File: config.mk
export PLATFORM = sky130hd
export DESIGN_NAME = bg_cal_sched
export DESIGN_NICKNAME = d
export VERILOG_FILES = /design/src/rtl/bg_cal_pkg.sv /design/src/rtl/bg_cal_cmp.sv /design/src/rtl/bg_cal_sched.sv
export SDC_FILE = /design/constraint.sdc
export NUM_CORES = 1
export LEC_CHECK = 0
export CORE_MARGIN = 4
export CORE_UTILIZATION = 60
export CTS_CLUSTER_DIAMETER = 40
export DETAILED_ROUTE_END_ITERATION = 8
export PLACE_DENSITY = 0.82
export SETUP_SLACK_MARGIN = 0.5
export SYNTH_ARGS = -nofsm -noshare
export SYNTH_HDL_FRONTEND = slang
export SYNTH_SLANG_ARGS = --single-unit
export TNS_END_PERCENT = 20
File: constraint.sdc
create_clock -name clk -period 6.3 [get_ports clk]
set_clock_uncertainty 0.15 [all_clocks]
set_input_delay 0.945 -clock clk [delete_from_list [all_inputs] [get_ports clk]]
set_output_delay 0.945 -clock clk [all_outputs]
set_load 0.02 [all_outputs]
File: src/rtl/bg_cal_pkg.sv
// Shared types and helpers for the bandgap trim calibration scheduler.
// Codes are 12 bits; differences are carried in 13 bits so they never wrap.
package bg_cal_pkg;

  localparam int CODE_W = 12;
  localparam int DIFF_W = CODE_W + 1;

  typedef enum logic [2:0] {
    IDLE,
    RST_BG,
    SETTLE,
    CONFIRM,
    PUBLISH,
    DONE,
    ERROR
  } state_e;

  function automatic logic [DIFF_W-1:0] absdiff(input logic [CODE_W-1:0] a,
                                                input logic [CODE_W-1:0] b);
    logic [DIFF_W-1:0] ea;
    logic [DIFF_W-1:0] eb;
    ea = {1'b0, a};
    eb = {1'b0, b};
    return (ea >= eb) ? (ea - eb) : (eb - ea);
  endfunction

endpackage

File: src/rtl/bg_cal_cmp.sv
// Combinational |a-b| <= LIMIT test on two trim codes.
module bg_cal_cmp
  import bg_cal_pkg::*;
#(
  parameter int LIMIT = 1
) (
  input  logic [CODE_W-1:0] a_i,
  input  logic [CODE_W-1:0] b_i,
  output logic              within_o
);

  logic [DIFF_W-1:0] diff;

  assign diff     = absdiff(a_i, b_i);
  assign within_o = (diff <= DIFF_W'(LIMIT));

endmodule

File: src/rtl/bg_cal_sched.sv
// Supervisory scheduler around the bandgap trim SAR: power-up/reset sequencing,
// result confirmation, trim publication, periodic recal, timeout and drift flags.
module bg_cal_sched
  import bg_cal_pkg::*;
#(
  parameter int RST_CYCLES = 4,
  parameter int TIMEOUT    = 4096,
  parameter int NUM_MATCH  = 3,
  parameter int TOL        = 1,
  parameter int DRIFT_MAX  = 16,
  parameter int INTERVAL   = 1000000
) (
  input  logic              clk,
  input  logic              reset,
  input  logic              enable,
  input  logic              cal_req,
  input  logic              err_clr,
  input  logic              bg_valid,
  input  logic [7:0]        bg_idac_coarse,
  input  logic [7:0]        bg_idac_fine,
  output logic              bg_pwrup,
  output logic              bg_reset,
  output logic [CODE_W-1:0] trim_code,
  output logic              trim_valid,
  output logic              busy,
  output logic              err_timeout,
  output logic              err_drift,
  output logic [7:0]        cal_count
);

  localparam int RW = (RST_CYCLES > 1) ? $clog2(RST_CYCLES) : 1;
  localparam int WW = (TIMEOUT > 1) ? $clog2(TIMEOUT) : 1;
  localparam int IW = (INTERVAL > 1) ? $clog2(INTERVAL) : 1;

  state_e            state_q, state_d;
  logic [RW-1:0]     rst_cnt_q, rst_cnt_d;
  logic [WW-1:0]     wait_q, wait_d;
  logic [IW-1:0]     int_q, int_d;
  logic [3:0]        match_q, match_d;
  logic [CODE_W-1:0] prev_q, prev_d;
  logic              pending_q, pending_d;
  logic [CODE_W-1:0] trim_code_q, trim_code_d;
  logic              trim_valid_q, trim_valid_d;
  logic [7:0]        cal_count_q, cal_count_d;
  logic              err_timeout_q, err_timeout_d;
  logic              err_drift_q, err_drift_d;
  logic              pwrup_q, pwrup_d;
  logic              bgrst_q, bgrst_d;
  logic              busy_q, busy_d;
  logic              valid_q;

  logic [CODE_W-1:0] code12;
  logic              valid_edge;
  logic              tol_ok;
  logic              drift_ok;
  logic              unused_fine;

  assign code12      = {bg_idac_coarse, bg_idac_fine[7:4]};
  assign valid_edge  = bg_valid & ~valid_q;
  assign unused_fine = ^bg_idac_fine[3:0];

  bg_cal_cmp #(.LIMIT(TOL)) u_tol_cmp (
    .a_i      (code12),
    .b_i      (prev_q),
    .within_o (tol_ok)
  );

  bg_cal_cmp #(.LIMIT(DRIFT_MAX)) u_drift_cmp (
    .a_i      (prev_q),
    .b_i      (trim_code_q),
    .within_o (drift_ok)
  );

  always_comb begin
    state_d       = state_q;
    rst_cnt_d     = rst_cnt_q;
    wait_d        = wait_q;
    int_d         = int_q;
    match_d       = match_q;
    prev_d        = prev_q;
    pending_d     = pending_q;
    trim_code_d   = trim_code_q;
    trim_valid_d  = trim_valid_q;
    cal_count_d   = cal_count_q;
    err_timeout_d = err_timeout_q & ~err_clr;
    err_drift_d   = err_drift_q & ~err_clr;

    if (!enable) begin
      // Abort wins over any request in the same cycle; in-flight result is dropped.
      state_d   = IDLE;
      pending_d = 1'b0;
    end else begin
      if (busy_q && cal_req) pending_d = 1'b1;
      unique case (state_q)
        IDLE: begin
          if (cal_req || pending_q) state_d = RST_BG;
        end
        RST_BG: begin
          if (rst_cnt_q == RW'(RST_CYCLES - 1)) state_d = SETTLE;
          else                                  rst_cnt_d = rst_cnt_q + 1'b1;
        end
        SETTLE, CONFIRM: begin
          if (valid_edge) begin
            prev_d = code12;
            wait_d = '0;
            if (state_q == SETTLE || !tol_ok) match_d = 4'd1;
            else                              match_d = match_q + 1'b1;
            if (match_d == 4'(NUM_MATCH)) state_d = PUBLISH;
            else                          state_d = CONFIRM;
          end else if (wait_q == WW'(TIMEOUT - 1)) begin
            err_timeout_d = 1'b1;
            state_d       = ERROR;
          end else begin
            wait_d = wait_q + 1'b1;
          end
        end
        PUBLISH: begin
          if (trim_valid_q && !drift_ok) err_drift_d = 1'b1;
          trim_code_d  = prev_q;
          trim_valid_d = 1'b1;
          if (cal_count_q != 8'hFF) cal_count_d = cal_count_q + 1'b1;
          int_d   = '0;
          state_d = DONE;
        end
        DONE: begin
          if (cal_req || pending_q) begin
            state_d = RST_BG;
          end else if (INTERVAL > 0) begin
            if (int_q == IW'(INTERVAL - 1)) state_d = RST_BG;
            else                            int_d = int_q + 1'b1;
          end
        end
        ERROR: begin
          if (cal_req) state_d = RST_BG;
        end
        default: state_d = IDLE;
      endcase
    end

    if (state_d == RST_BG && state_q != RST_BG) begin
      rst_cnt_d = '0;
      wait_d    = '0;
      match_d   = '0;
      pending_d = 1'b0;
    end

    pwrup_d = (state_d == SETTLE) || (state_d == CONFIRM) ||
              (state_d == PUBLISH) || (state_d == DONE);
    bgrst_d = (state_d == RST_BG);
    busy_d  = (state_d == RST_BG) || (state_d == SETTLE) ||
              (state_d == CONFIRM) || (state_d == PUBLISH);
  end

  always_ff @(posedge clk or posedge reset) begin
    if (reset) begin
      state_q       <= IDLE;
      rst_cnt_q     <= '0;
      wait_q        <= '0;
      int_q         <= '0;
      match_q       <= '0;
      prev_q        <= '0;
      pending_q     <= 1'b0;
      trim_code_q   <= '0;
      trim_valid_q  <= 1'b0;
      cal_count_q   <= '0;
      err_timeout_q <= 1'b0;
      err_drift_q   <= 1'b0;
      pwrup_q       <= 1'b0;
      bgrst_q       <= 1'b0;
      busy_q        <= 1'b0;
      valid_q       <= 1'b0;
    end else begin
      state_q       <= state_d;
      rst_cnt_q     <= rst_cnt_d;
      wait_q        <= wait_d;
      int_q         <= int_d;
      match_q       <= match_d;
      prev_q        <= prev_d;
      pending_q     <= pending_d;
      trim_code_q   <= trim_code_d;
      trim_valid_q  <= trim_valid_d;
      cal_count_q   <= cal_count_d;
      err_timeout_q <= err_timeout_d;
      err_drift_q   <= err_drift_d;
      pwrup_q       <= pwrup_d;
      bgrst_q       <= bgrst_d;
      busy_q        <= busy_d;
      valid_q       <= bg_valid;
    end
  end

  assign bg_pwrup    = pwrup_q;
  assign bg_reset    = bgrst_q;
  assign trim_code   = trim_code_q;
  assign trim_valid  = trim_valid_q;
  assign busy        = busy_q;
  assign err_timeout = err_timeout_q;
  assign err_drift   = err_drift_q;
  assign cal_count   = cal_count_q;

endmodule

==> flow_summary.yaml <==
power:
  p_int_mw: 1.197
  power.leakage_nw: 3.097
  pwr-share-clk_pct: 17.4
  p_sw_mw: 0.9978
  sw_frac_of_total_pct: 45.47
  comb_power_share_pct: 53.1
  seq_power_share_pct: 29.5
  peakVddDrop_uv: 167.2
  p_per_area_nw_per_um2: 321.1
detailed_routing:
  drc_errors: 0
  wl_per_cell_um: 16.85
  viasPerCell: 6.109
  drtAntennaViolNets: 0
  dr.pass1.iters: 5
  routed_wl_mm: 14.98
  first_iter_violations: 284
  route.vias.total: 5431
run:
  maxCapViolations: 0
clock_tree:
  clock_sinks: 81
  clk_pin_slew_ns: 0.09
  cts_tree: "yes"
  cts_setup_buffers: 0
  clockBufferDepth: 2
  holdBufCountCts: 0
  insertion_delay_ns: 0.37
  cts_buffers: 9
  htreeDepth: 3
  cts_resized: 0
  root_buffer: "clkbuf_8"
sta:
  setup_viol: 0
  finalSetupTns_ns: 0
  period_needed_ns: 4.160
  slew_viol_final: 0
  max_slew_margin_pct: 31.82
  rsz0062_at_grt: "false"
  worst_pin_slew_ns: 1.023
  min_period_over_period_pct: 66.04
  finalHoldViolCount: 0
  fmax_mhz: 240.4
final_layout:
  syn2layout_area_growth_pct: 11.33
  final_cell_mix: "dfrtp_1, nand2_1, nor2_1"
  antenna_cells: 0
  fin_nets: 828
  design_area_um2: 6834
  layout_commonest_cell: "dfrtp_1"
  drive_above_1_share_pct: 6.217
critical_path:
  r2r_slack_ns: 2.30
  r2r_start: "trim_code[4]$_DFFE_PP0P_"
  path_buf_inv: 2
  r2r-end: "err_drift$_DFF_PP0_"
  path_depth: 12
  path_max_fanout: 13
  r2r_cells: 11
  crit_chain: "clkdlybuf4s50_1, inv_1, ha_1, a21o_1, a221oi_2, o21ai_1, a221o_1, o2111ai_1, nor4_1, a41oi_1, nor2_1, a41o_1"
  end_kind: "register"
  startpoint: "bg_idac_coarse[1]"
  crit_slowest_cell: "clkdlybuf4s50_1"
  cpPeakStageDelay_ns: 0.57
  criticalPathCategory: "in2reg"
  arrival_ns: 4.26
  critPathCapture: "state_q[2]$_DFF_PP0_"
  cp.required_ns: 6.40
  start_kind: "input pin"
  cpLargestDelayFamily: "compound AO/OA/AOI/OAI gates"
global_route:
  grtUsageTotal_pct: 26.27
  grt_pass1_wl_mm: 24.85
  grt_pass1_vias: 5276
  overflow: 0
  grt_max_degree: 82
  antenna_found_initial: 0
floorplan:
  initial_core_util_pct: 62.23
  die_h_um: 109.1
  ios: 48
  die_w_um: 109.1
  dieArea_um2: 11910
  core.rowCount: 36
  coreArea_um2: 9864
yosys:
  ys.flop_type: "dfrtp_1"
  synth_warnings: 0
  synth-simple-area-share_pct: 21.61
  ys_ff_latch: 81
  synth_edf_count: 0
  synth_top_family_by_area: "simple AND/OR/NAND/NOR gates"
  synth_area_per_cell_um2: 8.585
  netlist_area_um2: 6138
  synthXorXnorAreaFrac_pct: 5.565
  ys_seq_area_share_pct: 33.02
  syn-num-nets: 792
  netlist_instances: 715
  synthMuxAreaShare_pct: 1.508
  synth-compound-area-share_pct: 21.50
  ys_types: 75
  async_flop_share_pct: 100.0
  yosys.area_share.adder_pct: 11.46
placement:
  post_dp_cell_area_um2: 6648
  place.gp.congestion: 0.9579
  dpl.hpwl_mm: 11.31
  port_buffers: 43
hold_path:
  hold_start: "rst_cnt_q[0]$_DFFE_PP0P_"
  hold_class: "reg2reg"
run_status:
  status: "finished clean"
[kinds of logic after synthesis]
family	count (synthesis)
xor gates and xnor gates	39
muxes	9
and+or+nand+nor	258
buffers and inverters	78
adders and majority gates	55
DFF	81
AOI/OAI and AO/OA	195
[cell type report]
cell class,count,area (µm²)
inverters,57,215.2
repair buffers,46,452.9
clock inverters,7,62.56
flip-flops and latches,81,2027
multi-input cells,556,3786
clock buffers,9,123.9
fillers,795,3030
well taps,133,166.4
[per-layer routing]
| metal | share of wire [%] | up-vias | global-route usage (%) |
|---|---|---|---|
| li1 | - | 2619 | - |
| met1 | 43 | 2597 | 32.92 |
| met2 | 49 | 183 | 45.83 |
| met3 | 5.1 | 32 | 3.612 |
| met4 | 2.6 | 0 | 10.01 |
| met5 | 0 | - | 0 |
[how the worst min path moves through the flow]
stage,endpoint,cells after the start,slack [ns]
final,rst_cnt_q[0]$_DFFE_PP0P_,1,0.34
after floorplan,rst_cnt_q[0]$_DFFE_PP0P_,1,0.31
after detailed placement,rst_cnt_q[0]$_DFFE_PP0P_,1,0.33
after global placement,rst_cnt_q[0]$_DFFE_PP0P_,1,0.32
after CTS,rst_cnt_q[0]$_DFFE_PP0P_,1,0.34
after global routing,rst_cnt_q[0]$_DFFE_PP0P_,1,0.36
[power by group through the flow]
stage	Combinational, mW	Clock [mW]	Sequential (mW)
after floorplan	0.878	0	0.650
after global placement	1.12	0	0.655
after detailed placement	1.14	0	0.659
after CTS	1.15	0.388	0.649
after global routing	1.29	0.407	0.657
final	1.17	0.381	0.648
[flip-flops by register name, summed over array words and instances, names as in the netlist, 2 cells and up]
name	flops
rst_cnt_q	2
cal_count	8
wait_q	12
state_q	3
trim_code	12
int_q	20
match_q	4
prev_q	12
[cell usage after synthesis, drive strengths merged (5+ instances only)]
library cell	instances	area (µm²)
ha	53	663.1
inv	57	214.0
nor3	16	85.08
o21ai	54	274.0
clkbuf	8	31.28
nand3	18	95.09
nor3b	6	56.31
dfrtp	81	2027
a21oi	42	232.7
o21a	7	52.55
buf	13	82.57
a221oi	8	76.32
nor2	69	269.0
nand2	67	259.0
xor2	21	183.9
o221ai	7	61.31
mux2i	7	70.07
a31oi	9	62.56
nand2b	9	56.30
or3	5	31.28
and2	11	71.32
o22ai	7	43.79
a21o	18	135.1
nand4	16	100.1
nor2b	9	56.30
xnor2	18	157.7
and3	9	56.30
o21bai	9	78.83
[worst register-to-register path, delay by kind of cell, from the launching register on]
kind	cells	cell delay (ns)
adders and majority gates	1	0.41
AOI/OAI and AO/OA	4	0.96
DFF	1	0.38
and+or+nand+nor	4	1.67
muxes	1	0.29
buffers and inverters	1	0.06
[stage by stage]
stage	hold WS, ns	setup WS (ns)	power (mW)	instances	util [%]
after detailed placement	0.3265	1.807	1.801	873	67.39
final	0.3378	2.140	2.195	889	69.28
after CTS	0.3397	2.187	2.187	889	69.28
after floorplan	0.3073	2.662	1.527	715	-
after global placement	0.3162	1.806	1.776	873	67.39
after global routing	0.3629	1.938	2.350	889	69.28
Power figures use the tool's default switching activity.
